`src/rtl/arq_frame_receiver.sv`:
```
// Serial ARQ frame receiver: deserializes start+header+payload+CRC-8 frames,
// suppresses bad/duplicate frames, drains payload bytes and answers ACK/NAK.
module arq_frame_receiver #(
  parameter int unsigned PAYLOAD_BYTES = 4,
  parameter logic [7:0]  CRC_POLY      = 8'h07
) (
  input  logic       i_clk,
  input  logic       i_rst,
  input  logic       i_arq_en,
  input  logic       i_otn_rx_data,
  output logic       o_otn_tx_ack,
  output logic [7:0] o_byte_data,
  output logic       o_byte_valid,
  input  logic       i_byte_ready,
  output logic [7:0] o_crc_val,
  output logic       o_crc_err,
  output logic       o_overrun
);

  localparam int unsigned FRAME_BITS = 8 * (PAYLOAD_BYTES + 2);
  localparam int unsigned CRC_BITS   = 8 * (PAYLOAD_BYTES + 1);
  // Only the seq bit of the header is kept; its upper 7 bits fall off the top.
  localparam int unsigned SHIFT_W    = CRC_BITS + 1;
  localparam int unsigned BIT_CW     = $clog2(FRAME_BITS);
  localparam int unsigned BYTE_CW    = $clog2(PAYLOAD_BYTES + 1);

  localparam logic [BIT_CW-1:0]  LAST_BIT  = BIT_CW'(FRAME_BITS - 1);
  localparam logic [BIT_CW-1:0]  CRC_END   = BIT_CW'(CRC_BITS);
  localparam logic [BYTE_CW-1:0] LAST_BYTE = BYTE_CW'(PAYLOAD_BYTES - 1);

  typedef enum logic [2:0] {
    ST_IDLE,
    ST_RX,
    ST_CHECK,
    ST_DRAIN,
    ST_ACK_TX
  } state_e;

  state_e               state_q,    state_d;
  logic [BIT_CW-1:0]    bit_cnt_q,  bit_cnt_d;
  logic [BYTE_CW-1:0]   byte_cnt_q, byte_cnt_d;
  logic [SHIFT_W-1:0]   shift_q,    shift_d;
  logic [7:0]           crc_q,      crc_d;
  logic [7:0]           crc_val_q,  crc_val_d;
  logic                 crc_err_q,  crc_err_d;
  logic                 overrun_q,  overrun_d;
  logic                 arq_q,      arq_d;
  logic                 exp_seq_q,  exp_seq_d;
  logic [2:0]           ack_sr_q,   ack_sr_d;
  logic [1:0]           ack_cnt_q,  ack_cnt_d;
  logic                 rx_prev_q;

  logic rx_seq;
  logic crc_good;
  logic busy;

  function automatic logic [7:0] crc8_step(input logic [7:0] crc, input logic din);
    logic fb;
    fb = crc[7] ^ din;
    return {crc[6:0], 1'b0} ^ (fb ? CRC_POLY : 8'h00);
  endfunction

  assign rx_seq   = shift_q[SHIFT_W-1];
  assign crc_good = (crc_q == shift_q[7:0]);
  assign busy     = (state_q == ST_CHECK) || (state_q == ST_DRAIN) || (state_q == ST_ACK_TX);

  // NOTE: every next-state signal gets its default first so no path through
  // the case statement can leave one unassigned and infer a latch.
  always_comb begin
    state_d    = state_q;
    bit_cnt_d  = bit_cnt_q;
    byte_cnt_d = byte_cnt_q;
    shift_d    = shift_q;
    crc_d      = crc_q;
    crc_val_d  = crc_val_q;
    crc_err_d  = 1'b0;
    overrun_d  = 1'b0;
    arq_d      = arq_q;
    exp_seq_d  = exp_seq_q;
    ack_sr_d   = ack_sr_q;
    ack_cnt_d  = ack_cnt_q;

    case (state_q)
      ST_IDLE: begin
        if (!i_otn_rx_data) begin
          state_d   = ST_RX;
          arq_d     = i_arq_en;
          bit_cnt_d = '0;
          crc_d     = '0;
        end
      end

      ST_RX: begin
        shift_d = {shift_q[SHIFT_W-2:0], i_otn_rx_data};
        if (bit_cnt_q < CRC_END) begin
          crc_d = crc8_step(crc_q, i_otn_rx_data);
        end
        if (bit_cnt_q == LAST_BIT) begin
          state_d = ST_CHECK;
        end else begin
          bit_cnt_d = bit_cnt_q + BIT_CW'(1);
        end
      end

      ST_CHECK: begin
        crc_val_d  = crc_q;
        byte_cnt_d = '0;
        ack_cnt_d  = '0;
        if (!crc_good) begin
          // NAK reports the sequence number we are still waiting for.
          crc_err_d = 1'b1;
          ack_sr_d  = {1'b0, 1'b0, exp_seq_q};
          state_d   = arq_q ? ST_ACK_TX : ST_IDLE;
        end else begin
          ack_sr_d = {1'b0, 1'b1, rx_seq};
          if (!arq_q) begin
            state_d = ST_DRAIN;
          end else if (rx_seq == exp_seq_q) begin
            exp_seq_d = ~exp_seq_q;
            state_d   = ST_DRAIN;
          end else begin
            state_d = ST_ACK_TX;
          end
        end
      end

      ST_DRAIN: begin
        if (i_byte_ready) begin
          // Shift the next payload byte into the output slot.
          shift_d = {shift_q[SHIFT_W-9:0], 8'h00};
          if (byte_cnt_q == LAST_BYTE) begin
            state_d = arq_q ? ST_ACK_TX : ST_IDLE;
          end else begin
            byte_cnt_d = byte_cnt_q + BYTE_CW'(1);
          end
        end
      end

      ST_ACK_TX: begin
        ack_sr_d = {ack_sr_q[1:0], 1'b1};
        if (ack_cnt_q == 2'd2) begin
          state_d = ST_IDLE;
        end else begin
          ack_cnt_d = ack_cnt_q + 2'd1;
        end
      end

      default: state_d = ST_IDLE;
    endcase

    if (busy && !i_otn_rx_data && rx_prev_q) begin
      overrun_d = 1'b1;
    end
  end

  // NOTE: state registers use non-blocking assignments so every flop samples
  // the pre-edge values regardless of statement order.
  always_ff @(posedge i_clk or negedge i_rst) begin
    if (!i_rst) begin
      state_q    <= ST_IDLE;
      bit_cnt_q  <= '0;
      byte_cnt_q <= '0;
      // NOTE: the frame buffer is reset because it drives o_byte_data directly,
      // and a reset must also discard any partially received frame.
      shift_q    <= '0;
      crc_q      <= '0;
      crc_val_q  <= '0;
      crc_err_q  <= 1'b0;
      overrun_q  <= 1'b0;
      arq_q      <= 1'b0;
      exp_seq_q  <= 1'b0;
      ack_sr_q   <= 3'b111;
      ack_cnt_q  <= '0;
      rx_prev_q  <= 1'b1;
    end else begin
      state_q    <= state_d;
      bit_cnt_q  <= bit_cnt_d;
      byte_cnt_q <= byte_cnt_d;
      shift_q    <= shift_d;
      crc_q      <= crc_d;
      crc_val_q  <= crc_val_d;
      crc_err_q  <= crc_err_d;
      overrun_q  <= overrun_d;
      arq_q      <= arq_d;
      exp_seq_q  <= exp_seq_d;
      ack_sr_q   <= ack_sr_d;
      ack_cnt_q  <= ack_cnt_d;
      rx_prev_q  <= i_otn_rx_data;
    end
  end

  assign o_otn_tx_ack = (state_q == ST_ACK_TX) ? ack_sr_q[2] : 1'b1;
  assign o_byte_valid = (state_q == ST_DRAIN);
  assign o_byte_data  = shift_q[CRC_BITS-1 -: 8];
  assign o_crc_val    = crc_val_q;
  assign o_crc_err    = crc_err_q;
  assign o_overrun    = overrun_q;

endmodule

```
`config.mk`:
```
export PLATFORM = sky130hd
export DESIGN_NAME = arq_frame_receiver
export DESIGN_NICKNAME = d
export VERILOG_FILES = /design/src/rtl/arq_frame_receiver.sv
export SDC_FILE = /design/constraint.sdc
export NUM_CORES = 1
export LEC_CHECK = 0
export ABC_AREA = 0
export CAP_MARGIN = 15
export CORE_UTILIZATION = 56
export CTS_BUF_LIST = sky130_fd_sc_hd__clkbuf_4
export CTS_CLUSTER_DIAMETER = 120
export DETAILED_ROUTE_END_ITERATION = 16
export PLACE_DENSITY = 0.84
export SKIP_CTS_REPAIR_TIMING = 1
export SLEW_MARGIN = 30
export SYNTH_ARGS = -nofsm -noshare
export SYNTH_HDL_FRONTEND = slang
export SYNTH_SLANG_ARGS = --single-unit
```
`constraint.sdc`:
```
create_clock -name i_clk -period 1.9 [get_ports i_clk]
set_clock_uncertainty 0.05 [all_clocks]
set_input_delay 0.475 -clock i_clk [delete_from_list [all_inputs] [get_ports i_clk]]
set_output_delay 0.475 -clock i_clk [all_outputs]
set_load 0.02 [all_outputs]
```
==> results.json <==
{
  "outcome": "finished, final reports clean",
  "dieArea_um2": 6938,
  "grt_pass1_wl_um": 13270,
  "vias_per_cell": 5.963,
  "grt_util_all_layers_pct": 24.27,
  "drt_iter0_markers": 225,
  "crit_path_top_delay_cell": "dfrtp_1",
  "tritoncts": "done",
  "arrival_ns": 1.30,
  "yosysUniqueCellTypes": 45,
  "postRouteAntennaNets": 0,
  "async_flop_share_pct": 100.0,
  "cts_sinks": 79,
  "worst_pin_slew_ns": 0.6438,
  "start_util_pct": 58.29,
  "place_hpwl_um": 5173,
  "grt_start_max_net_pins": 39,
  "antenna_cells": 0,
  "synth_top_area_share_pct": 50.71,
  "hold_viol_final": 0,
  "areaGrowthSynthToFinish_pct": 16.70,
  "peakVddDrop_mv": 1.269,
  "timing.final.crit_share_pct": 96.13,
  "grt-ovfl-total": 0,
  "fin_ws_ns": 0.07346,
  "cp-start-kind": "register",
  "fin_util_pct": 68.02,
  "relSlewSlack_pct": 57.08,
  "wl_per_cell_um": 15.82,
  "antenna_found_initial": 0,
  "drive_gt1_share_pct": 13.46,
  "core_um2": 6350,
  "clk_latency_ns": 0.43,
  "crit_type": "register to output port",
  "routed_wl_um": 7797,
  "port_buffers": 24,
  "vias": 2940,
  "htree_levels": 3,
  "power_uw": 7520,
  "ys_seq_area_share_pct": 53.55,
  "grt_setup_unrepaired": "false",
  "maxCapViolCount": 0,
  "syn-instance-count": 383,
  "min_path_type": "register to register",
  "fin_nets": 420,
  "cts_root_buf": "clkbuf_4",
  "drv_slew": 0,
  "synth_edf_count": 0,
  "ys_ff_latch": 79,
  "avgSynthCellArea_um2": 9.663,
  "drc": 0,
  "clk_pin_slew_ns": 0.13,
  "ys.flop_type": "dfrtp_1",
  "cts.path.max_buffers": 2,
  "grt_pass1_vias": 2805,
  "cts-buffers-inserted": 9,
  "critPathCaptureType": "output port",
  "place_ws_ns": -0.1815,
  "die_w_um": 83.30,
  "powerDensity_nw_per_um2": 1741,
  "syn_area_um2": 3701,
  "fin_crit_ns": 1.827,
  "rows": 29,
  "synth_common_cells": "nand2_1 (78), dfrtp_1 (75), o21ai_1 (50)",
  "die_h_um": 83.30,
  "syn_nets": 392,
  "cp_cell_sequence": "and3b_2 > clkbuf_2",
  "ioPinCount": 25,
  "p_leak_uw": 0.002227,
  "ys_warn_count": 0,
  "slowest_delay_ns": 0.40,
  "yosysMostFrequentCell": "nand2_1",
  "firstDrtPassIters": 4,
  "required_ns": 1.37,
  "setup_violations": 0,
  "path_max_fanout": 2,
  "synth_top_area_cell": "dfrtp_1",
  "routabilityCongestion": 0.8562,
  "synth.area.top_cells": "dfrtp_1 (51%), nand2_1 (7.9%), o21ai_1 (6.8%), o22ai_1 (5.7%), dfstp_2 (2.8%)",
  "fmax_mhz": 547.5
}
-- worst paths after layout --
kind,from,end,slack (ns),depth (start not counted)
worst max-delay path,state_q[2],o_byte_valid,0.07,2
worst min-delay path,o_crc_val[6],o_crc_val[6],0.44,2
worst max register to register,bit_cnt_q[0],state_q[2],0.14,5
worst min register to register,o_crc_val[6],o_crc_val[6],0.44,2
max in group asynchronous,i_rst,crc_q[5],0.78,3
min in group asynchronous,i_rst,shift_q[7],0.50,2
-- worst max-delay path: cells and delay by family, from the launching register on --
family / cells / cell delay [ns]
and+or+nand+nor: 1 / 0.30
DFF: 1 / 0.40
buffers and inverters: 1 / 0.18
-- power breakdown --
group	total, µW	internal, µW	switching (µW)	leakage [µW]
clock network	1130	544	587	0.0000840
logic	3540	1510	2020	0.00111
registers	2850	2320	535	0.00103
total	7520	4370	3150	0.00223
-- layout make-up --
cell class | instances | area, µm²
fillers | 446 | 2031
flip-flops and latches | 79 | 1982
multi-input cells | 265 | 1554
repair buffers | 48 | 496.7
well taps | 77 | 96.34
clock inverters | 6 | 85.08
clock buffers | 10 | 75.07
inverters | 8 | 30.03
-- cell usage in the layout (no fill, tap or decap), types with 4 or more instances in the layout --
master          netlist  layout
a21oi_1               6       6
a22o_1               11      11
a31o_1                4       4
buf_4                 9      20
clkbuf_4              0      10
dfrtp_1              75      75
dfstp_2               4       4
dlymetal6s2s_1        0      18
ha_1                  4       4
inv_1                 7       7
nand2_1              78      78
nand3_1               8       8
nor2_1               14      14
o21ai_1              50      49
o22ai_1              34      34
xor2_1               12      12
-- metal layers --
metal / track usage [%] / share of wire, % / vias up
met5: 0 / 0 / -
met4: 14.26 / 2.8 / 0
li1: - / - / 1412
met3: 4.573 / 4.3 / 24
met2: 36.14 / 47 / 80
met1: 33.31 / 46 / 1424
-- stage by stage --
| stage | hold slack (ns) | setup TNS, ns | cell area, µm² | cells |
|---|---|---|---|---|
| 2_1_floorplan | 0.1294 | 0 | 3701 | 383 |
| 3_3_place_gp | 0.4113 | -0.6853 | 4088 | 476 |
| 3_5_place_dp | 0.4110 | -1.267 | 4088 | 476 |
| 4_1_cts | -0.04043 | -1.806 | 4248 | 492 |
| 5_1_grt | 0.4645 | 0 | 4319 | 493 |
| 6_report | 0.4371 | 0 | 4319 | 493 |
-- state kept, by name (all words and copies together), names as in the netlist --
| name | cells |
|---|---|
| state_q | 3 |
| rx_prev_q | 1 |
| byte_cnt_q | 3 |
| ack_cnt_q | 2 |
| arq_q | 1 |
| o_crc_val | 8 |
| bit_cnt_q | 6 |
| o_crc_err | 1 |
| exp_seq_q | 1 |
| ack_sr_q | 3 |
| o_overrun | 1 |
| crc_q | 8 |
| shift_q | 41 |
-- cells by family after synthesis --
logic type | count (synthesis) | share of synthesized area (%)
AOI/OAI and AO/OA | 115 | 19.47
xor gates and xnor gates | 14 | 3.313
adders and majority gates | 4 | 1.352
buffers and inverters | 39 | 5.375
DFF | 79 | 53.55
muxes | 2 | 0.5409
and+or+nand+nor | 130 | 16.40
Note: power is estimated with default switching activity, not from simulation.
